$ cat src/rtl/rb_write_arbiter.sv
// rb_write_arbiter
// Three-way round-robin arbiter that owns the single write port of the
// datapath register bank. Requesters are the writeback path (0), the CMOV
// unit (1) and the HAM unit (2). At most one write is granted per cycle and
// the grant drives registered write-port signals. HALT freezes arbitration.
//
// Ports:
//   clk        system clock, rising edge
//   reset_all  asynchronous active-low reset
//   halt       core HALT, blocks new grants while high
//   req        per-requester write request (bit i = requester i)
//   req_addr   packed destination indices, requester i at [i*ADDR_W +: ADDR_W]
//   req_data   packed write data, requester i at [i*DATA_W +: DATA_W]
//   gnt        registered one-hot grant, one cycle wide
//   rb_we      registered register bank write enable
//   rb_waddr   registered register bank write index
//   rb_wdata   registered register bank write data
//   wr_count   16-bit wrapping count of committed writes
//   idle       high when nothing is granted and no unmasked request pends
module rb_write_arbiter #(
  parameter int DATA_W = 32,
  parameter int ADDR_W = 5
) (
  input  logic                  clk,
  input  logic                  reset_all,
  input  logic                  halt,
  input  logic [2:0]            req,
  input  logic [3*ADDR_W-1:0]   req_addr,
  input  logic [3*DATA_W-1:0]   req_data,
  output logic [2:0]            gnt,
  output logic                  rb_we,
  output logic [ADDR_W-1:0]     rb_waddr,
  output logic [DATA_W-1:0]     rb_wdata,
  output logic [15:0]           wr_count,
  output logic                  idle
);

  logic [2:0]        r_gnt;
  logic              r_we;
  logic [ADDR_W-1:0] r_waddr;
  logic [DATA_W-1:0] r_wdata;
  logic [15:0]       r_wrCount;
  logic [1:0]        r_last;

  logic [2:0]        w_eff;
  logic [1:0]        w_lastSafe;
  logic [1:0]        w_cand [3];
  logic              w_found;
  logic [1:0]        w_win;
  logic [2:0]        w_winOneHot;
  logic [ADDR_W-1:0] w_selAddr;
  logic [DATA_W-1:0] w_selData;
  logic              w_grant;
  logic              w_addrNonZero;

  // A requester whose grant is visible this cycle is masked so the same
  // addr/data is never written twice.
  assign w_eff = req & ~r_gnt;

  // The pointer should never hold 3; if it ever does, behave as if it were 2.
  assign w_lastSafe = (r_last == 2'd3) ? 2'd2 : r_last;

  // Search order is last+1, last+2, last (mod 3).
  always_comb begin
    w_cand[0] = 2'd1;
    w_cand[1] = 2'd2;
    w_cand[2] = 2'd0;
    case (w_lastSafe)
      2'd0: begin
        w_cand[0] = 2'd1;
        w_cand[1] = 2'd2;
        w_cand[2] = 2'd0;
      end
      2'd1: begin
        w_cand[0] = 2'd2;
        w_cand[1] = 2'd0;
        w_cand[2] = 2'd1;
      end
      default: begin
        w_cand[0] = 2'd0;
        w_cand[1] = 2'd1;
        w_cand[2] = 2'd2;
      end
    endcase
  end

  // First effective request in search order wins.
  always_comb begin
    w_found = 1'b0;
    w_win   = 2'd0;
    for (int k = 0; k < 3; k++) begin
      if (!w_found && w_eff[w_cand[k]]) begin
        w_found = 1'b1;
        w_win   = w_cand[k];
      end
    end
  end

  // Route the winner's address and data to the write-port registers.
  always_comb begin
    case (w_win)
      2'd1: begin
        w_selAddr = req_addr[ADDR_W +: ADDR_W];
        w_selData = req_data[DATA_W +: DATA_W];
      end
      2'd2: begin
        w_selAddr = req_addr[2*ADDR_W +: ADDR_W];
        w_selData = req_data[2*DATA_W +: DATA_W];
      end
      default: begin
        w_selAddr = req_addr[ADDR_W-1:0];
        w_selData = req_data[DATA_W-1:0];
      end
    endcase
  end

  assign w_winOneHot   = 3'b001 << w_win;
  assign w_grant       = !halt && w_found;
  // Index 0 is hardwired zero: the grant still consumes the request but the
  // write itself is dropped and not counted.
  assign w_addrNonZero = (w_selAddr != '0);

  always_ff @(posedge clk or negedge reset_all) begin
    if (!reset_all) begin
      r_gnt     <= 3'b000;
      r_we      <= 1'b0;
      r_waddr   <= '0;
      r_wdata   <= '0;
      r_wrCount <= 16'h0000;
      r_last    <= 2'd2;
    end else if (w_grant) begin
      r_gnt   <= w_winOneHot;
      r_we    <= w_addrNonZero;
      r_waddr <= w_selAddr;
      r_wdata <= w_selData;
      r_last  <= w_win;
      if (w_addrNonZero) begin
        r_wrCount <= r_wrCount + 16'd1;
      end
    end else begin
      r_gnt <= 3'b000;
      r_we  <= 1'b0;
    end
  end

  assign gnt      = r_gnt;
  assign rb_we    = r_we;
  assign rb_waddr = r_waddr;
  assign rb_wdata = r_wdata;
  assign wr_count = r_wrCount;
  assign idle     = (r_gnt == 3'b000) && (w_eff == 3'b000);

endmodule

$ cat config.mk
export PLATFORM = sky130hd
export DESIGN_NAME = rb_write_arbiter
export DESIGN_NICKNAME = d
export VERILOG_FILES = /design/src/rtl/rb_write_arbiter.sv
export SDC_FILE = /design/constraint.sdc
export NUM_CORES = 1
export LEC_CHECK = 0
export BUFFER_PORTS_ARGS = -buffer_cell sky130_fd_sc_hd__buf_2
export CAP_MARGIN = 20
export CORE_MARGIN = 5
export CORE_UTILIZATION = 25
export DETAILED_ROUTE_END_ITERATION = 6
export SLEW_MARGIN = 20
export SYNTH_ARGS = -nofsm -noshare
export SYNTH_HDL_FRONTEND = slang
export SYNTH_SLANG_ARGS = --single-unit
$ cat constraint.sdc
create_clock -name clk -period 6.94 [get_ports clk]
set_input_delay 0 -clock clk [delete_from_list [all_inputs] [get_ports clk]]
set_output_delay 0 -clock clk [all_outputs]
set_load 0.005 [all_outputs]
==> results of run 1 <==
-- through the flow --
step           setup WS (ns)  cells
6_report                3.98    707
3_5_place_dp            3.60    667
4_1_cts                 3.60    707
3_3_place_gp            3.77    667
2_1_floorplan           4.41    344
5_1_grt                 3.67    707
-- synthesized netlist by cell type, types with 2 or more instances --
library cell / count / share of area
dfrtp_1: 58 / 0.46
and2_1: 4 / 0.0079
mux2i_1: 3 / 0.0095
a22oi_1: 32 / 0.076
ha_1: 4 / 0.016
and3_1: 4 / 0.0079
inv_1: 3 / 0.0036
a211oi_1: 3 / 0.0071
o2111ai_1: 4 / 0.011
nand2b_1: 4 / 0.0079
o211ai_1: 2 / 0.0048
buf_2: 3 / 0.0048
buf_4: 3 / 0.0071
nand3_1: 6 / 0.0095
a22o_1: 3 / 0.0083
xor2_1: 6 / 0.017
xnor2_1: 9 / 0.025
a2111oi_4: 2 / 0.017
clkbuf_1: 17 / 0.020
nand4_1: 3 / 0.0059
mux2i_2: 2 / 0.0087
nand2_1: 74 / 0.088
o21ai_0: 74 / 0.12
buf_1: 3 / 0.0036
-- area by class of cell --
type	count	area [um2]
fill	1289	7810
tap	172	215
inverter	3	11.3
multi-input combinational	255	1560
clock inverter	6	63.8
clock buffer	10	239
sequential	59	1480
timing repair buffer	202	1140
-- sequential cells by signal, indices dropped and copies added, names as in the netlist --
register,count
gnt,3
r_last,2
rb_waddr,5
rb_wdata,32
rb_we,1
wr_count,16
-- path summary, 6_finish.rpt --
| kind | startpoint | to | cells past startpoint |
|---|---|---|---|
| max | gnt[0] | wr_count[1] | 9 |
| min | req_data[15] | rb_wdata[15] | 3 |
| max reg2reg | gnt[0] | wr_count[1] | 9 |
| min reg2reg | rb_wdata[20] | rb_wdata[20] | 2 |
| max in group asynchronous | reset_all | rb_wdata[15] | 3 |
| min in group asynchronous | reset_all | wr_count[4] | 3 |
-- critical path, cell delays in order, from the launching register on --
cell	delay [ns]
dfrtp_1	0.36
nand2b_1	0.18
o21ai_0	0.10
o21ai_0	0.09
nand2b_1	0.17
ha_4	0.71
mux2i_1	0.35
nand2_1	0.24
o21ai_2	0.28
mux2_2	0.35
-- power by group through the flow --
stage / Sequential, mW / Combinational, mW / Clock [mW]
finish: 0.530 / 0.495 / 0.448
global route: 0.544 / 0.558 / 0.476
CTS: 0.531 / 0.500 / 0.462
detailed placement: 0.533 / 0.490 / 0
global placement: 0.531 / 0.479 / 0
floorplan: 0.529 / 0.271 / 0
-- routing by layer --
metal / vias to the layer above / global-route usage / share of wire
met3: 11 / 0.0378 / 0.067
met5: - / 0 / 0
met1: 1528 / 0.166 / 0.42
met2: 122 / 0.231 / 0.49
met4: 0 / 0.0455 / 0.016
li1: 1604 / - / -
-- cell families after synthesis --
logic type,count (synthesis),share of synthesized area
AOI/OAI and AO/OA,129,0.270
xor gates and xnor gates,15,0.0416
muxes,6,0.0218
DFF,59,0.468
buffers and inverters,30,0.0428
adders and majority gates,4,0.0159
and+or+nand+nor,101,0.140
-- what timing repair did --
item | in CTS | in global routing
endpoints found under the hold margin | 81 | 0
hold buffers | 24 | 0
resized for setup | 0 | 0
==> results.toml, run 1 <==
[worst_setup_path]
cp_max_fo = 69
critPathKind = "register to register"
cp-end-kind = "register"
cp-start-kind = "register"
cp.arrival_ns = 3.16
cp.required_ns = 7.15
ff2ff_setup_slack_ns = 3.98

[global_route]
grt_max_degree = 85
globalRouteOverflowTotal = 0
grt_use_total = 0.136
grt_pass1_wl_um = 16100
antenna_found_initial = 0
grt_pass1_vias = 3318

[logic_synthesis]
ys_ff_latch = 59
syn_inst = 344
yosysUniqueCellTypes = 42
async_reset_ff_frac = 1.00
synth-main-ff-cell = "dfrtp_1"
synth_nets = 465
synth_seq_area_share = 0.468
synth_area_um2 = 3160
synth-edff-count = 0
synth_area_per_cell_um2 = 9.18
ys_warn_count = 0

[timing]
maxSlewHeadroom = 0.489
finalCriticalPeriod_ns = 2.96
grt_setup_unrepaired = "false"
hold_viol = 2
timing.fmax_ghz = 0.338
slew_violations = 0
worstMarginPinSlew_ns = 0.766
finalClockSkew_ns = 0.0108
fin_crit_sh = 0.426
fin_hold_ws_ns = -0.00511
finalSetupViolations = 0
tns_ns = 0

[pwr]
seq_power_share = 0.360
p_comb_frac = 0.336
vdd_ir_drop_max_mv = 0.103
swShare = 0.351
pwr-share-clk = 0.304
power.density_nw_per_um2 = 313
leakagePower_nw = 2.29
finalPower_mw = 1.47
internal_power_uw = 955
power.switching_uw = 518

[place]
numPortBuffers = 174
gp_congestion = 0.816
dp_hpwl_um = 7410
placed_area_um2 = 4150

[clock_tree]
ctsLongestPathBuffers = 2
cts_tree = "built"
cts_setup_buffers = 0
cts_made_buffers = 9
clock-sinks = 59
root_buffer = "clkbuf_16"
insertion_delay_ns = 0.33
path_clk_slew_ns = 0.05
cts-htree-levels = 3

[detailed_routing]
drcViolationCount = 0
dr.pass1.iters = 4
ant_nets = 0
vias = 3265
wl_per_cell_um = 14.5
viasPerCell = 4.62
drt-total-wl_um = 10200
drtIter0Drc = 113

[outcome]
violations = "negative hold slack"
status = "complete, but fails checks"

[flow_run]
maxCapViolCount = 0

[layout]
num-nets-final = 651
final_cell_mix = "buf_2 (174), o21ai_0 (74), nand2_1 (74)"
design_area_um2 = 4700
antenna_cells = 0
drive_gt1_frac = 0.389
final_common_cell = "buf_2"
area_growth_pct = 49.0
post-route-util = 0.376

[floorplan]
die_area_um2 = 15000
die_w_um = 122
fp.dieH_um = 122
placementRows = 41
core_area_um2 = 12500
io_pins = 175
initial_utilization = 0.252

[min_path]
hold_path.class = "input port to register"
Note: power is estimated with default switching activity, not from simulation.
==> inputs of run 2 (changes only) <==
- clock period: 6.94 -> 2.6 ns (I/O delays scaled with it)
==> results.toml, run 2 (same netlist as run 1, synthesis figures left out) <==
[outcome]
status = "complete, no violations"

[worst_setup_path]
startpoint = "gnt[2]"
cp.arrival_ns = 2.65
path_cells = "nand2b_1, buf_4, a21o_1, buf_4, ha_4, a22o_2, mux2i_2, and3_1, buf_12, a211oi_1, xor2_1"
ff2ff_setup_slack_ns = 0.14
r2r-start = "gnt[2]"
rr_worst_depth = 11
cp-end-kind = "register"
cp-start-kind = "register"
cp_common_cell = "buf_4"
cp.required_ns = 2.79
crit_buf_inv = 3
cpPeakStageDelay_ns = 0.37
critical-path-top-delay-family = "compound AO/OA/AOI/OAI gates"
critPathKind = "register to register"
slowest_stage = "dfrtp_1"
cp_max_fo = 7
r2r_end = "wr_count[4]"

[timing]
grt_setup_unrepaired = "true"
fin_crit_sh = 0.947
worst_slack_ns = 0.139
hold_viol = 0
finalClockSkew_ns = 0.00812
finalCriticalPeriod_ns = 2.46
timing.fmax_ghz = 0.406
tns_ns = 0
maxSlewHeadroom = 0.553
finalSetupViolations = 0
slew_violations = 0
worstMarginPinSlew_ns = 0.670

[detailed_routing]
wl_per_cell_um = 14.4
dr.pass1.iters = 4
vias = 3323
viasPerCell = 4.58
ant_nets = 0
drtIter0Drc = 139
drcViolationCount = 0
drt-total-wl_um = 10400

[pwr]
finalPower_mw = 4.24
power.density_nw_per_um2 = 852
leakagePower_nw = 2.42
vdd_ir_drop_max_mv = 0.299

[min_path]
hold_end = "rb_wdata[9]"
hold_depth = 3
hold_path.class = "input port to register"
worstHoldStart = "req_data[9]"

[floorplan]
core_area_um2 = 12500
die_w_um = 122
die_area_um2 = 15000
io_pins = 175
placementRows = 41
fp.dieH_um = 122
initial_utilization = 0.252

[clock_tree]
root_buffer = "clkbuf_16"
insertion_delay_ns = 0.32
clock-sinks = 59
ctsLongestPathBuffers = 2
cts-htree-levels = 3
cts_made_buffers = 9
path_clk_slew_ns = 0.05
cts_tree = "built"

[place]
pre_cts_ws_ns = 0.0109
dp_hpwl_um = 7830
gp_congestion = 0.848
numPortBuffers = 174

[layout]
final_cell_mix = "buf_2 (174), nand2_1 (74), o21ai_0 (72)"
num-nets-final = 669
antenna_cells = 0
final_common_cell = "buf_2"
drive_gt1_frac = 0.416
area_growth_pct = 57.7
largest_reg_flops = 32

[global_route]
grt_pass1_wl_um = 16300
globalRouteOverflowTotal = 0
grt_max_degree = 65
grt_use_total = 0.139
grt_pass1_vias = 3321
antenna_found_initial = 0

[flow_run]
maxCapViolCount = 0
-- run 2: cell types whose count changed in the layout (fill, tap and decap cells not counted), moves of 2 or more --
| cell | change |
|---|---|
| buf_12 | +3 |
| buf_4 | +12 |
| bufinv_16 | +2 |
| dlygate4sd3_1 | +3 |
| ha_1 | -2 |
| nand2b_1 | -2 |
| nand2b_4 | +2 |
| o21ai_0 | -2 |
| o21ai_1 | +2 |
-- run 2: area by class of cell --
cell class                      instances  area (um2)
Fill cell                            1245        7540
Multi-Input combinational cell        255        1600
Timing Repair Buffer                  220        1320
Tap cell                              172         215
Clock buffer                           10         239
Inverter                                3        11.3
Sequential cell                        59        1480
Clock inverter                          6         111
-- run 2: what timing repair did --
action                                  4_1_cts  5_1_grt
pin swaps                                     0        3
setup buffers                                 0        6
hold buffers                                 27        0
endpoints found under the setup margin        2       17
endpoints found under the hold margin        53        0
resized for setup                             2       11
-- run 2: through the flow --
stage                util  cells  hold slack [ns]  area (um2)
floorplan               -    344           -0.296        3160
global placement    0.340    676           0.0789        4260
detailed placement  0.340    676           0.0840        4260
CTS                 0.390    719          0.00174        4880
global route        0.398    725           0.0310        4980
finish              0.398    725           0.0106        4980
-- run 2: power by group --
part / switching, mW / internal (mW) / leakage [nW]
clock: 0.424 / 0.963 / 0.169
sequential: 0.213 / 1.19 / 0.739
combinational: 0.758 / 0.690 / 1.51
total: 1.40 / 2.85 / 2.42
-- run 2: tightest hold or removal path: stages --
cell and delay [ns]:
buf_2 0.08, o21ai_0 0.07, o21ai_0 0.15
-- run 2: worst max path at each step --
stage | to | slack (ns) | cells after the start
finish | wr_count[4] | 0.14 | 11
global route | wr_count[4] | -0.01 | 9
CTS | wr_count[1] | 0.06 | 11
detailed placement | wr_count[1] | 0.01 | 11
global placement | wr_count[1] | 0.13 | 12
floorplan | wr_count[1] | 0.07 | 12
-- run 2: layer usage --
layer / routed length, um / global-route usage / part of all wire / vias to the layer above
li1: - / - / - / 1639
met1: 4410 / 0.168 / 0.42 / 1524
met2: 5080 / 0.233 / 0.49 / 138
met3: 678 / 0.0401 / 0.065 / 22
met4: 267 / 0.0588 / 0.026 / 0
met5: 0 / 0 / 0 / -
==> inputs of run 3 (changes only) <==
- CELL_PAD_IN_SITES_DETAIL_PLACEMENT: default -> 0
- CELL_PAD_IN_SITES_GLOBAL_PLACEMENT: default -> 2
- CORE_UTILIZATION: 25 -> 22
- PLACE_DENSITY_LB_ADDON: default -> 0.1
==> results.toml, run 3 (same netlist as run 1, synthesis figures left out) <==
[pwr]
leakagePower_nw = 2.40
finalPower_mw = 4.04
power.density_nw_per_um2 = 816
vdd_ir_drop_max_mv = 0.307

[worst_setup_path]
cp.required_ns = 2.82
cpPeakStageDelay_ns = 0.37
critPathKind = "register to register"
cp_common_cell = "o21ai_2"
cp_max_fo = 6
cp-end-kind = "register"
cp-start-kind = "register"
cp.arrival_ns = 2.67
ff2ff_setup_slack_ns = 0.15
rr_worst_depth = 12
slowest_stage = "dfrtp_1"
path_cells = "nand2b_4, o21ai_2, o21ai_1, nand2b_1, inv_2, ha_4, a22o_2, mux2i_2, buf_4, nand3_2, o21ai_2, mux2_2"

[layout]
drive_gt1_frac = 0.415
num-fill-cells = 1508
area_growth_pct = 56.7
post-route-util = 0.354
num-nets-final = 670
final_common_cell = "buf_2"
antenna_cells = 0
design_area_um2 = 4950
finalNonFillerCells = 734
largest_reg_flops = 32
final_cell_mix = "buf_2 (174), nand2_1 (74), o21ai_0 (72)"

[global_route]
grt_max_degree = 70
globalRouteOverflowTotal = 0
grt_use_total = 0.134
use_met2 = 0.216
grt_pass1_vias = 3389
grt_util_met1 = 0.168
grt_pass1_wl_um = 17500
top_usage_layer = "met2"
grt_util_met3 = 0.0381
antenna_found_initial = 0

[place]
gp_congestion = 0.760
numPortBuffers = 174
dp_hpwl_um = 8160
dp_cells = 686
placed_area_um2 = 4280
pre_cts_ws_ns = -0.00860

[clock_tree]
ctsLongestPathBuffers = 2
cts_tree = "built"
clock-sinks = 59
cts-htree-levels = 3
insertion_delay_ns = 0.33
cts_made_buffers = 9
path_clk_slew_ns = 0.05
root_buffer = "clkbuf_16"

[timing]
tns_ns = 0
finalSetupViolations = 0
worstMarginPinSlew_ns = 0.737
timing.fmax_ghz = 0.408
fin_crit_sh = 0.943
finalCriticalPeriod_ns = 2.45
worst_slack_ns = 0.147
fin_hold_ws_ns = 0.00201
hold_viol = 0
maxSlewHeadroom = 0.509
finalClockSkew_ns = 0.00336
slew_violations = 0

[flow_run]
maxCapViolCount = 0

[detailed_routing]
drtIter0Drc = 83
drcViolationCount = 0
vias = 3213
dr.pass1.iters = 4
wl_per_cell_um = 15.1
drt-total-wl_um = 11000
viasPerCell = 4.38
ant_nets = 0

[floorplan]
io_pins = 175
core_area_um2 = 14000
initial_utilization = 0.226
placementRows = 43
fp.dieH_um = 130
die_w_um = 130
die_area_um2 = 16800

[min_path]
hold_depth = 3
hold_path.class = "input port to register"

[outcome]
status = "complete, no violations"
==> run 3: what timing repair did <==
action | in CTS | in global routing
setup buffers | 0 | 3
setup endpoints to repair | 6 | 16
resized for setup | 1 | 12
pin swaps | 0 | 4
cloned | 0 | 0
endpoints found under the hold margin | 53 | 0
hold buffers | 29 | 0
==> run 3: where the power goes <==
group | switching, mW | internal, mW
clock network | 0.425 | 0.762
logic | 0.767 | 0.685
registers | 0.203 | 1.19
==> run 3: final cells by class <==
type	instances	area, um2	area share
clock buffer	11	243	0.0491
inverter	3	11.3	0.00228
timing repair buffer	221	1330	0.268
tap	180	225	0.0455
sequential	59	1480	0.299
clock inverter	5	52.6	0.0106
multi-input combinational	255	1610	0.326
==> run 3: path summary, 6_finish.rpt <==
path	from	end
setup / recovery	gnt[2]	wr_count[1]
hold / removal	req_data[24]	rb_wdata[24]
setup reg to reg	gnt[2]	wr_count[1]
hold reg to reg	rb_waddr[2]	rb_waddr[2]
max in group asynchronous	reset_all	r_last[1]
min in group asynchronous	reset_all	rb_wdata[28]
==> run 3: worst max-delay path: cells and delay by family (launching register included) <==
kind                       cells  cell delay [ns]
and+or+nand+nor                3             0.44
AOI/OAI and AO/OA              4             0.58
muxes                          2             0.53
DFF                            1             0.37
buffers and inverters          2             0.23
adders and majority gates      1             0.19
==> run 3: metal layers <==
metal  vias to the layer above  wire length (um)  part of all wire
met1                      1439              4780              0.43
met3                        12               884             0.080
met5                         -                 0                 0
li1                       1645                 -                 -
met2                       117              5170              0.47
met4                         0               209             0.019
